[src/rtl/cpu_run_ctrl.sv]
// Board-level run controller: debounces push-buttons and turns them, together with the
// run-mode switches and halt request, into a CPU clock-enable, a CPU reset and a cycle count.
module cpu_run_ctrl #(
    parameter int unsigned NKEY            = 2,
    parameter int unsigned DEBOUNCE_CYCLES = 16,
    parameter int unsigned RST_PULSE       = 4,
    parameter int unsigned BURST_LEN       = 8,
    parameter int unsigned CNT_W           = 32
) (
    input  logic             CLK,
    input  logic             RST,
    input  logic [NKEY-1:0]  KEY,
    input  logic [1:0]       MODE,
    input  logic             HALT_REQ,
    output logic             CPU_EN,
    output logic             CPU_RST,
    output logic [CNT_W-1:0] CYCLE_CNT,
    output logic [1:0]       STATE,
    output logic [NKEY-1:0]  KEY_DB
);

    localparam int unsigned DB_W = $clog2(DEBOUNCE_CYCLES);
    localparam int unsigned RP_W = $clog2(RST_PULSE + 1);
    localparam int unsigned BL_W = $clog2(BURST_LEN + 1);

    typedef enum logic [1:0] {
        ST_RESET = 2'b00,
        ST_IDLE  = 2'b01,
        ST_BURST = 2'b10,
        ST_RUN   = 2'b11
    } state_t;

    typedef enum logic [1:0] {
        M_HALT  = 2'b00,
        M_STEP  = 2'b01,
        M_BURST = 2'b10,
        M_RUN   = 2'b11
    } mode_t;

    logic [NKEY-1:0] sync1;
    logic [NKEY-1:0] sync2;
    logic [DB_W-1:0] db_cnt [NKEY];
    logic [1:0]      db_prev;
    logic [1:0]      press;

    state_t          state;
    mode_t           run_mode;
    logic [RP_W-1:0] rst_cnt;
    logic [BL_W-1:0] burst_cnt;

    assign run_mode = mode_t'(MODE);
    assign STATE    = state;

    // Keys idle high, so the synchroniser and debounced outputs reset to all ones.
    always_ff @(posedge CLK or posedge RST) begin
        if (RST) begin
            sync1   <= '1;
            sync2   <= '1;
            KEY_DB  <= '1;
            db_prev <= '1;
            press   <= '0;
            for (int unsigned i = 0; i < NKEY; i++) begin
                db_cnt[i] <= '0;
            end
        end else begin
            sync1   <= KEY;
            sync2   <= sync1;
            db_prev <= KEY_DB[1:0];
            press   <= db_prev & ~KEY_DB[1:0];
            for (int unsigned i = 0; i < NKEY; i++) begin
                if (sync2[i] == KEY_DB[i]) begin
                    db_cnt[i] <= '0;
                end else if (db_cnt[i] == DB_W'(DEBOUNCE_CYCLES - 1)) begin
                    KEY_DB[i] <= sync2[i];
                    db_cnt[i] <= '0;
                end else begin
                    db_cnt[i] <= db_cnt[i] + DB_W'(1);
                end
            end
        end
    end

    always_ff @(posedge CLK or posedge RST) begin
        if (RST) begin
            state     <= ST_RESET;
            CPU_EN    <= 1'b0;
            CPU_RST   <= 1'b1;
            CYCLE_CNT <= '0;
            rst_cnt   <= '0;
            burst_cnt <= '0;
        end else begin
            if (CPU_EN) begin
                CYCLE_CNT <= CYCLE_CNT + CNT_W'(1);
            end

            // Soft reset outranks everything else, including a same-cycle go/step press.
            if (press[1]) begin
                state     <= ST_RESET;
                CPU_EN    <= 1'b0;
                CPU_RST   <= 1'b1;
                CYCLE_CNT <= '0;
                rst_cnt   <= '0;
            end else begin
                unique case (state)
                    ST_RESET: begin
                        CPU_EN    <= 1'b0;
                        CYCLE_CNT <= '0;
                        if (rst_cnt == RP_W'(RST_PULSE - 1)) begin
                            state   <= ST_IDLE;
                            CPU_RST <= 1'b0;
                        end else begin
                            CPU_RST <= 1'b1;
                            rst_cnt <= rst_cnt + RP_W'(1);
                        end
                    end

                    ST_IDLE: begin
                        CPU_EN <= 1'b0;
                        if (press[0] && !HALT_REQ) begin
                            case (run_mode)
                                M_STEP: begin
                                    CPU_EN <= 1'b1;
                                end
                                M_BURST: begin
                                    state     <= ST_BURST;
                                    CPU_EN    <= 1'b1;
                                    burst_cnt <= BL_W'(1);
                                end
                                M_RUN: begin
                                    state  <= ST_RUN;
                                    CPU_EN <= 1'b1;
                                end
                                default: ;
                            endcase
                        end
                    end

                    // burst_cnt counts enabled cycles already issued, including the entry edge.
                    ST_BURST: begin
                        if (HALT_REQ || run_mode == M_HALT || burst_cnt == BL_W'(BURST_LEN)) begin
                            state  <= ST_IDLE;
                            CPU_EN <= 1'b0;
                        end else begin
                            CPU_EN    <= 1'b1;
                            burst_cnt <= burst_cnt + BL_W'(1);
                        end
                    end

                    ST_RUN: begin
                        if (HALT_REQ || run_mode != M_RUN || press[0]) begin
                            state  <= ST_IDLE;
                            CPU_EN <= 1'b0;
                        end else begin
                            CPU_EN <= 1'b1;
                        end
                    end
                endcase
            end
        end
    end

endmodule

[config.mk]
export PLATFORM = sky130hd
export DESIGN_NAME = cpu_run_ctrl
export DESIGN_NICKNAME = d
export VERILOG_FILES = /design/src/rtl/cpu_run_ctrl.sv
export SDC_FILE = /design/constraint.sdc
export NUM_CORES = 1
export LEC_CHECK = 0
export CORE_MARGIN = 4
export CORE_UTILIZATION = 30
export CTS_CLUSTER_DIAMETER = 40
export DETAILED_ROUTE_END_ITERATION = 10
export GPL_TIMING_DRIVEN = 0
export SYNTH_ARGS = -nofsm -noshare
export SYNTH_HDL_FRONTEND = slang
export SYNTH_SLANG_ARGS = --single-unit
[constraint.sdc]
create_clock -name CLK -period 2.2 [get_ports CLK]
set_input_delay 0.44 -clock CLK [delete_from_list [all_inputs] [get_ports CLK]]
set_output_delay 0.44 -clock CLK [all_outputs]
set_load 0.01 [all_outputs]
==> metrics <==
status complete, no violations; CTS Hold Buffers Added 0; clk slew on worst S/H paths ~70 ps; post-synthesis mux area share 2.48%; WP data arrival between 2000 and 2500 ps; Sink Count 61; reg2reg setup slack 200 ps; Netlist Area Pre-Place ~0.003 mm2; Max Cap Viol 0; R2R depth 5; Antenna Nets Post-Route 0; M1 GR Usage 16.9%; CP Capture Type flip-flop; IO Port Bufs 44; Max stage delay cell, worst path and3_1; main combinational cell family by area after synthesis simple AND/OR/NAND/NOR gates; family with the most delay on the worst path simple AND/OR/NAND/NOR gates; GR met2 Demand/Resource 19.0%; Max Clk Rate 0.500 GHz; DIE AREA 0.0117 mm2; Syn Inst Count 289; min cycle time layout roughly 2000 ps; IO Count 45; largest net degree at the start of global routing 41; simple-gate share of the synthesized area 21.6%; adder-cell share of the synthesized area under 10%; DIE WIDTH 108 um; Synth Area in Compound Gates 12.7%; Via-to-Cell Ratio around 5; cell accounting for the most synthesized area dfrtp_1; setup TNS 0 ps; post-CTS resize count 0; Yosys reg bits 61; final-layout fill cell count 1,015; Worst Path Buf+Inv 0; Post-CTS Setup Bufs 0; total CTS buffers 9; pins over their slew limit 0; most frequent cells after synthesis dfrtp_1 (52), nor2_1 (26), a21oi_1 (21); sequential share of the synthesized area 50.9%; post-place setup slack -105 ps; capture point of the worst reg-to-reg path CYCLE_CNT[26]; Final Hold Viols 0; Reg-to-Reg Start CYCLE_CNT[0]; antenna violations before repair 0; Post-Synthesis Net Count just over 300; WL final a little under 7000 um; Crit path largest cell delay 500 ps; Inserted Diodes 0; iteration-0 DRC count of the detailed router 99; fraction of registers with async set/reset 100%; critical path class flip-flop to flip-flop; Routed wire per std cell 14.0 um; setup ws final 199 ps; mean post-synth cell area 10.5 um2; Area after DPL 0.00365 mm2; worst-skew pair later-pin latency approximately 340 ps; Max clock buf depth 2; post-route design area 0.00386 mm2; Worst-Margin Slew 502 ps; crit path launch type flip-flop; Clock Skew 12.2 ps; GRT Util Overall 12.5%; vias in the first global route 2,375; Post-Synth XOR/XNOR Area 5.51%; # DRC 0; Finished Core Util 39.5%; initial core utilization 30.9%; worst vdd rail ir drop approximately 0.00025 V; share of cells above drive strength 1 11.7%; hold crit path type flip-flop to flip-flop; Finished Layout Cells 482; required time worst endpoint between 2000 and 2500 ps; CTS tree yes; crit-path max FO 10; worst hold start sync1[1]; Power Density roughly 650 mW/mm2; hold-critical path depth 0; M3 GR Usage 2.93%; vias ~2,400; total leakage power between 1.5 and 2 nW; core area 0.00977 mm2; row count 36; htree depth 3; most common cell in the netlist dfrtp_1; GRT overflow 0; dominant register cell in the synthesized netlist dfrtp_1; Final #Nets 358; Inst Count DP 467; WHS 355 ps; Final setup viols 0; share of the synthesized area in the top cell type a little over two fifths; area delta synth->final 27.8%; relative slew slack 66.5%; Period Utilization, post-route slightly above 90%; yosys warns 0; Final Power 2.51 mW; HPWL after detailed placement 4800 um; CP cell instances ha_1 -> and3_1 -> nand3_1 -> or4_1 -> a21oi_1; worst hold path endpoint sync2[1]; Unique masters post-synth between 40 and 50; GP Congestion 0.779; RSZ-0062 raised after global routing false; busiest grt layer met2; top cells by area, synth dfrtp_1 (43%), dfstp_2 (7.8%), or4_1 (3.7%); clock root buffer clkbuf_8; global-route wire length before repair 11,600 um; Die H 108 um; 1st-pass router iterations 4; Post-synth EDFFs 0
-- worst register-to-register path, stage by stage (launching register included) --
cell     delay [ps]
dfrtp_1         420
ha_1            290
and3_1          500
nand3_1         150
or4_1           420
a21oi_1         150
-- registers in the layout, indices dropped and copies added (netlist names) --
register	count
KEY_DB	2
STATE	2
CPU_RST	1
rst_cnt	3
sync2	2
db_cnt	8
db_prev	2
press	2
sync1	2
CPU_EN	1
burst_cnt	4
CYCLE_CNT	32
-- layout by cell type (no fill, tap or decap), drive strengths merged, types with 3 or more instances in the layout --
| cell | synthesis | routed |
|---|---|---|
| dfrtp | 52 | 52 |
| clkdlybuf4s50 | 0 | 44 |
| nor2 | 26 | 26 |
| a21oi | 21 | 21 |
| clkbuf | 7 | 18 |
| or4 | 15 | 15 |
| o31ai | 14 | 14 |
| xor2 | 12 | 12 |
| nand2 | 11 | 11 |
| nand3 | 11 | 11 |
| nand4 | 10 | 10 |
| buf | 9 | 10 |
| dfstp | 9 | 9 |
| inv | 8 | 8 |
| and3 | 7 | 7 |
| xnor2 | 7 | 7 |
| ha | 7 | 7 |
| o21ai | 7 | 7 |
| o211ai | 6 | 6 |
| and4 | 5 | 5 |
| nor2b | 5 | 5 |
| mux2 | 4 | 4 |
| and2 | 3 | 3 |
| o2111ai | 3 | 3 |
| nand3b | 3 | 3 |
| mux2i | 3 | 3 |
| nor3b | 3 | 3 |
| clkinv | 0 | 3 |
| nor4 | 3 | 3 |
-- layout make-up --
| cell class | count | area, um2 | share of cell area, % |
|---|---|---|---|
| Inverter | 8 | 30.0 | 0.778 |
| Buffer | 15 | 85.1 | 2.20 |
| Timing Repair Buffer | 45 | 460 | 11.9 |
| Multi-Input combinational cell | 204 | 1370 | 35.5 |
| Sequential cell | 61 | 1540 | 39.8 |
| Clock buffer | 12 | 165 | 4.28 |
| Tap cell | 133 | 166 | 4.31 |
| Clock inverter | 4 | 45.0 | 1.17 |
-- report_power, final --
part / switching, mW / total (mW) / internal (mW)
Clock: 0.430 / 1.04 / 0.610
Sequential: 0.0357 / 1.23 / 1.19
Combinational: 0.139 / 0.248 / 0.110
-- layer usage --
metal,vias to the layer above,part of all wire (%)
met5,-,0
met1,1202,48
met4,0,1.3
met2,44,47
li1,1179,-
met3,9,3.8
-- worst max path at each step --
stage,from,slack [ps],depth (start not counted),to
after floorplan,RST,260,1,CPU_EN
after global placement,RST,-960,2,CYCLE_CNT[4]
after detailed placement,MODE[0],-100,5,burst_cnt[0]
after CTS,CYCLE_CNT[0],40,6,CYCLE_CNT[26]
after global routing,CYCLE_CNT[0],30,5,CYCLE_CNT[26]
final,CYCLE_CNT[0],200,5,CYCLE_CNT[26]
-- kinds of logic (layout without fill, tap and decap cells) --
family / count (synthesis) / after routing
AND/OR/NAND/NOR: 112 / 112
flip-flops: 61 / 61
AO/OA/AOI/OAI: 59 / 59
buffers and inverters: 24 / 84
XOR/XNOR: 19 / 19
adder cells (fa/ha/maj): 7 / 7
multiplexers: 7 / 7
(Power assumes the default switching activity.)
